**config.mk**
```make
export PLATFORM = sky130hd
export DESIGN_NAME = multiply_by_n
export DESIGN_NICKNAME = d
export VERILOG_FILES = /design/src/rtl/multiply_by_n_pkg.sv /design/src/rtl/multiply_by_n.sv
export SDC_FILE = /design/constraint.sdc
export NUM_CORES = 1
export LEC_CHECK = 0
export BUFFER_PORTS_ARGS = -buffer_cell sky130_fd_sc_hd__buf_2
export CORE_MARGIN = 8
export CORE_UTILIZATION = 56
export DETAILED_ROUTE_END_ITERATION = 6
export HOLD_SLACK_MARGIN = 0.12
export PLACE_DENSITY = 0.76
export SYNTH_ARGS = -nofsm -noshare
export SYNTH_HDL_FRONTEND = slang
export SYNTH_SLANG_ARGS = --single-unit
```
**constraint.sdc**
```tcl
create_clock -name clk -period 5.72 [get_ports clk]
set_clock_uncertainty 0.1 [all_clocks]
set_input_delay 1.144 -clock clk [delete_from_list [all_inputs] [get_ports clk]]
set_output_delay 1.144 -clock clk [all_outputs]
set_load 0.1 [all_outputs]
```
**src/rtl/multiply_by_n_pkg.sv**
```systemverilog
// ============================================================================
// multiply_by_n_pkg
// Shared FSM state encoding and bit-width helper for the constant-coefficient
// sequential arithmetic blocks (multiply_by_n, divide_by_n).
// Revision: 1.0
// ============================================================================
`default_nettype none

package multiply_by_n_pkg;

    // Operation sequencing states shared by the shift-and-add / shift-and-subtract blocks
    typedef enum logic [1:0] {
        IDLE = 2'd0,
        RUN  = 2'd1,
        DONE = 2'd2
    } state_t;

    // Number of bits needed to represent value (position of the highest set bit + 1).
    // Returns 0 for value 0.
    function automatic int bit_width(input int unsigned value);
        int n;
        n = 0;
        for (int i = 0; i < 32; i++) begin
            if ((value >> i) != 0) begin
                n = i + 1;
            end
        end
        return n;
    endfunction

endpackage

`default_nettype wire

```
**src/rtl/multiply_by_n.sv**
```systemverilog
// ============================================================================
// multiply_by_n
// Sequential shift-and-add multiplier by a constant MULTIPLIER. One multiplier
// bit is processed per clock; the result saturates to all ones when the true
// product does not fit in DWIDTH bits, with o_overflow flagging that case.
// Revision: 1.0
// ============================================================================
`default_nettype none

module multiply_by_n
    import multiply_by_n_pkg::*;
#(
    parameter int DWIDTH     = 32,
    parameter int MULTIPLIER = 43
) (
    input  logic              clk,
    input  logic              rst_n,
    input  logic [DWIDTH-1:0] i_multiplicand,
    input  logic              i_multiplicand_v,
    output logic              o_busy,
    output logic [DWIDTH-1:0] o_product,
    output logic              o_product_v,
    output logic              o_overflow
);

    // Iteration count equals the number of significant multiplier bits
    localparam int MWIDTH = bit_width(MULTIPLIER);
    // Accumulator is wide enough that operand * MULTIPLIER can never wrap
    localparam int AWIDTH = DWIDTH + MWIDTH;
    localparam int IWIDTH = bit_width(MWIDTH);

    localparam logic [MWIDTH-1:0] MULT_BITS  = MULTIPLIER[MWIDTH-1:0];
    localparam logic [IWIDTH-1:0] LAST_INDEX = IWIDTH'(MWIDTH - 1);

    state_t              state;
    state_t              state_nx;
    logic [DWIDTH-1:0]   operand;
    logic [DWIDTH-1:0]   operand_nx;
    logic [AWIDTH-1:0]   acc;
    logic [AWIDTH-1:0]   acc_nx;
    logic [IWIDTH-1:0]   index;
    logic [IWIDTH-1:0]   index_nx;
    logic                finish;
    logic                sat_overflow;
    logic [DWIDTH-1:0]   sat_product;

    // State register and iteration datapath
    always_ff @(posedge clk or negedge rst_n) begin
        if (!rst_n) begin
            state   <= IDLE;
            operand <= '0;
            acc     <= '0;
            index   <= '0;
        end else begin
            state   <= state_nx;
            operand <= operand_nx;
            acc     <= acc_nx;
            index   <= index_nx;
        end
    end

    // Next-state, operand capture and shift-and-add step
    always_comb begin
        state_nx   = state;
        operand_nx = operand;
        acc_nx     = acc;
        index_nx   = index;
        finish     = 1'b0;
        case (state)
            IDLE: begin
                if (i_multiplicand_v) begin
                    operand_nx = i_multiplicand;
                    acc_nx     = '0;
                    index_nx   = '0;
                    state_nx   = RUN;
                end
            end
            RUN: begin
                if (MULT_BITS[index]) begin
                    acc_nx = acc + ({{MWIDTH{1'b0}}, operand} << index);
                end
                index_nx = index + IWIDTH'(1);
                if (index == LAST_INDEX) begin
                    state_nx = DONE;
                    finish   = 1'b1;
                end
            end
            DONE: begin
                state_nx = IDLE;
            end
            default: begin
                state_nx = IDLE;
            end
        endcase
    end

    // Saturation of the final accumulator value feeding the result registers
    always_comb begin
        sat_overflow = |acc_nx[AWIDTH-1:DWIDTH];
        sat_product  = sat_overflow ? {DWIDTH{1'b1}} : acc_nx[DWIDTH-1:0];
    end

    // Result registers load only when entering DONE and hold until the next result;
    // the strobe is registered off DONE so it appears in the cycle after DONE
    always_ff @(posedge clk or negedge rst_n) begin
        if (!rst_n) begin
            o_product   <= '0;
            o_overflow  <= 1'b0;
            o_product_v <= 1'b0;
        end else begin
            if (finish) begin
                o_product  <= sat_product;
                o_overflow <= sat_overflow;
            end
            o_product_v <= (state == DONE);
        end
    end

    assign o_busy = (state != IDLE);

endmodule

`default_nettype wire

```
-- Yosys cells after proc, flatten, opt, wreduce, memory -nomap -nowiden
Memory sizes are Yosys's and may differ from the RTL's.
Cells that the tools add are included.
- flip-flop bits (word level): 109
- memory bits (read-only): 8
- input port bits: 35
- output and inout bits: 35
- word-level logic and storage cells: 36
- memories kept: 1
- memories (name ; depth ; bits a word ; rd ports ; clocked after Yosys merged registers in ; write ports ; line ; text):
    (no name shown) ; 8 ; 1 ; 1 ; 0 ; 0 ; multiply_by_n.sv:79 ; if (MULT_BITS[index]) begin
- add/subtract/negate cells: 2
- magnitude comparators: 1
- equality and inequality tests: 5
- shifts and indexed selects: 1
- muxes and demuxes: 12
- reduce and logical (&&, ||, !) cells: 7
- operator list (kind ; number):
    $mux 38 ; 2
    $pmux 38 s2 ; 1
    $add 38x38->38 ; 1
    $shl 32x3->38 ; 1
    $mux 32 ; 1
    $pmux 3 s2 ; 1
    $reduce_and 2->1 ; 3
    $reduce_or 6->1 ; 1
    $lt 3x4->1 const B ; 1
    $mux 2 ; 2
    $ne 2x2->1 const B ; 2
    $pmux 2 s2 ; 1
    $reduce_bool 2->1 ; 2
    $add 3x1->3 const B ; 1
    $eq 3x3->1 const B ; 1
    $mux 1 ; 3
    $mux 3 ; 1
    $eq 2x1->1 const B ; 1
    $eq 2x2->1 const B ; 1
    $logic_not 2->1 ; 1

-- Depth between registers and ports, before layout
- depth in word-level cells: 6
- depth in mapped cells: 21
- depth with buffers taken out: 16

-- Worst setup path after synthesis
OpenSTA, ideal clock, no wires.
- kind: reg2reg
- start point: register index[1]
- end point: register o_product[11]
- library setup time: 0.129 ns
- arrival time: 4.484 ns
- required time: 5.491 ns
- setup slack: 1.007 ns
- cell stages (with the launch flop): 20
- buffers on the path: 4
- clock period less this slack: 4.713 ns
- path through: dfrtp_1 -> clkbuf_1 -> buf_1 -> clkbuf_1 -> mux2i_1 -> nand2_1 -> o21ai_0 -> o22ai_1 -> ha_1 -> a21o_1 -> a31o_2 -> o21a_1 -> o311ai_1 -> a31oi_1 -> a31oi_1 -> mux2i_1 -> o2111ai_2 -> nor3_4 -> buf_6 -> a21oi_2
- longest elaborated chain between the ends: 6
- elaborated cells between the ends (all ways): 11
- classes of those cells: add/sub: 1; eq/ne: 1; shift: 1; mux: 6; reduce/logical: 1; memory: 1
- RTL lines (element ; line ; text):
    from (decl) ; multiply_by_n.sv:41 ; logic [IWIDTH-1:0] index;
    from (signal assigned) ; multiply_by_n.sv:58 ; index <= index_nx;
    $shl 32x3->38 or $mem_v2 8x1 (tied branches) ; -- ;
    $add 38x38->38 or $mux 1 (tied branches) ; multiply_by_n.sv:80, multiply_by_n.sv:79 ;
    $mux 38 ; multiply_by_n.sv:79 ;
    $pmux 38 s2 ; multiply_by_n.sv:69 ; case (state)
    $reduce_or 6->1 ; multiply_by_n.sv:99 ; sat_overflow = |acc_nx[AWIDTH-1:DWIDTH];
    $mux 32 ; multiply_by_n.sv:100 ; sat_product = sat_overflow ? {DWIDTH{1'b1}} : acc_nx[DWIDTH-1:0];
    to (signal assigned) ; multiply_by_n.sv:112 ; o_product <= sat_product;
    to (decl) ; multiply_by_n.sv:21 ; output logic [DWIDTH-1:0] o_product,
Parallel ways exist; a longest one is shown, timed or not. The select of a mux whose other input is x is not followed.
A chain may end at the register's enable or synchronous reset.

-- Worst setup path in the final report
- start point: register index[1]
- end point: register o_product[9]
Same word-level chain as after synthesis.

==> impl_metrics.csv <==
group,metric,value,unit
run_status,status,"finished, final reports clean",
timing,tightestPinTransition,1.09,ns
die,dieArea,0.0179,mm²
yosys,synthesis.nets,966,
placed_design,port_buffers,69,
final_layout,drive_above_1_share,19.3,%
final_layout,fin_util,61.5,%
die,rows,43,
routing,vias,6531,
critical_path,start_kind,"flop",
yosys,yosysTopAreaCell,"dfrtp_1",
timing,hold_violations,0,
yosys,synthTopCellsByCount,"nand2_1, dfrtp_1, nor2_1",
critical_path,critPathMaxStageDelay,0.44,ns
clock_tree,clkLatencyLatePin,0.36,ns
routing,antenna_left,0,
critical_path,cp_slowest_cell,"buf_4",
yosys,synth_enable_flop_cells,0,
die,pin_count,70,
routing,viasPerCell,5.91,
yosys,synthArstFlopShare,100,%
routing,wl_met3,1230,µm
timing,timing.fmax,195,MHz
routing,drc,0,
global_routing,antenna_found_initial,0,
final_layout,layout.nets,997,
routing,dr.pass1.iters,5,
final_layout,syn_to_final_growth,8.29,%
timing,setup_violations,0,
global_routing,grt_use_total,22.0,%
clock_tree,post_cts_buffers,0,
clock_tree,cts.sinks,109,
clock_tree,clkTransAtPathRegs,0.07,ns
critical_path,critical-path-top-delay-family,"compound AO/OA/AOI/OAI gates",
final_layout,num_antenna_cells,0,
routing,post_drt_wl_per_cell,17.5,µm
die,die_w,134,µm
clock_tree,numCtsBuffers,9,
timing,tns,0,ns
yosys,yosys-top-cells-area,"dfrtp_1, nand2_1, ha_1",
placed_design,dpl.cell_count,1090,
routing,routed_wl,19300,µm
placed_design,dpl.hpwl,14500,µm
critical_path,worstPathArrival,5.24,ns
clock_tree,cts_tree,"done",
yosys,synth_seq_area_share,35.0,%
timing,period_needed,5.12,ns
global_routing,overflow,0,
yosys,synth_warnings,0,
routing,dr.first_iter.drc_count,607,
routing,top_layer,"met4",
min_path,hold_path_class,"flop to flop",
timing,slew_viol_final,0,
die,core_area,0.0137,mm²
global_routing,first_global_vias,6183,
clock_tree,clockBufferDepth,2,
yosys,syn_avg_cell_area,8.75,µm²
timing,maxSlewHeadroom,27.3,%
timing,rsz0062_at_grt,"no",
yosys,synth_cell_types,70,
critical_path,crit_chain,"buf_4 > mux2_2 > o21ai_0 > o22ai_1 > ha_1 > a21o_1 > a31o_2 > o21a_1 > o311ai_1 > a31oi_1 > a31oi_1 > mux2i_1 > o2111ai_2 > nor3_4 > buf_4 > a21oi_1",
yosys,synth_most_common_cell,"nand2_1",
critical_path,critPathBufInv,2,
yosys,syn_area,0.00779,mm²
routing,wl_met1,9940,µm
critical_path,path_class,"flop to flop",
critical_path,critPathCaptureType,"flop",
critical_path,critPathMaxFanout,41,
placed_design,gp_congestion,0.967,
final_layout,layoutNonFillerInstCount,1106,
global_routing,grt_pass1_wl,32300,µm
yosys,synth_top_area_share,35.0,%
clock_tree,clock-root-buffer,"clkbuf_16",
timing,timing.final.crit_share,89.5,%
die,start_util,56.8,%
yosys,netlist_instances,890,
routing,route.met2.wl,7870,µm
die,die-height,134,µm
clock_tree,htree_num_levels,3,
global_routing,grt_max_degree,59,
run,cap_violations,0,
critical_path,critPathRequiredTime,5.84,ns
yosys,synth_seq_cells,109,
clock_tree,hold_buffers,0,
clock_tree,cts_resized,0,
yosys,dominantRegCellSynth,"dfrtp_1",
metal layers:
metal / up-vias / global-route usage [%]
li1: 3206 / -
met1: 3081 / 33.8
met2: 222 / 30.9
met3: 22 / 3.37
met4: 0 / 6.49
met5: - / 0
final cells by class:
class                   instances  area (µm²)
fillers                      1247        5290
well taps                     180         225
repair buffers                 79         423
multi-input cells             676        4600
flip-flops and latches        109        2730
inverters                      46         173
clock buffers                  13         270
clock inverters                 3        18.8
stage by stage:
stage	setup slack (ns)	cell area, µm²	hold slack (ns)
detailed placement	0.692	8140	0.379
floorplan	1.01	7790	0.347
finish	0.599	8430	0.392
CTS	0.678	8430	0.395
global route	0.346	8430	0.399
global placement	0.746	8140	0.371
worst register-to-register path: stages (launching register included):
cell and delay, ns:
dfrtp_1 0.32, buf_4 0.41, mux2_2 0.43, o21ai_0 0.28
o22ai_1 0.15, ha_1 0.37, a21o_1 0.20, a31o_2 0.26
o21a_1 0.19, o311ai_1 0.31, a31oi_1 0.23, a31oi_1 0.33
mux2i_1 0.36, o2111ai_2 0.22, nor3_4 0.22, buf_4 0.44
a21oi_1 0.17
sequential cells by signal (all words and copies together) (netlist names):
register / cells
o_product_v: 1
o_product: 32
state: 2
o_overflow: 1
operand: 32
acc: 38
index: 3
final timing paths:
check | start | to | slack [ns] | cells past startpoint
min in group asynchronous | rst_n | operand[31] | 0.73 | 1
worst min register to register | o_overflow | o_overflow | 0.39 | 2
worst max register to register | index[1] | o_product[9] | 0.60 | 16
worst min-delay path | o_overflow | o_overflow | 0.39 | 2
worst max-delay path | index[1] | o_product[9] | 0.60 | 16
max in group asynchronous | rst_n | acc[8] | 3.66 | 2
cells by family after synthesis:
logic type | count (synthesis) | share of synthesized area [%]
and+or+nand+nor | 305 | 17.0
AOI/OAI and AO/OA | 237 | 20.8
DFF | 109 | 35.0
buffers and inverters | 105 | 5.99
muxes | 61 | 10.9
adders and majority gates | 41 | 6.68
xor gates and xnor gates | 32 | 3.60
layout by cell type, fill, tap and decap left out, types with 21 or more instances in the layout:
cell       n
a21oi_1   57
a21oi_2   21
buf_2     68
dfrtp_1  109
ha_1      40
inv_1     45
mux2_2    28
nand2_1  159
nor2_1    75
o21ai_0   42
Power is not shown: default switching activity piles up to over one toggle a cycle in this logic, so the estimate is an artifact.
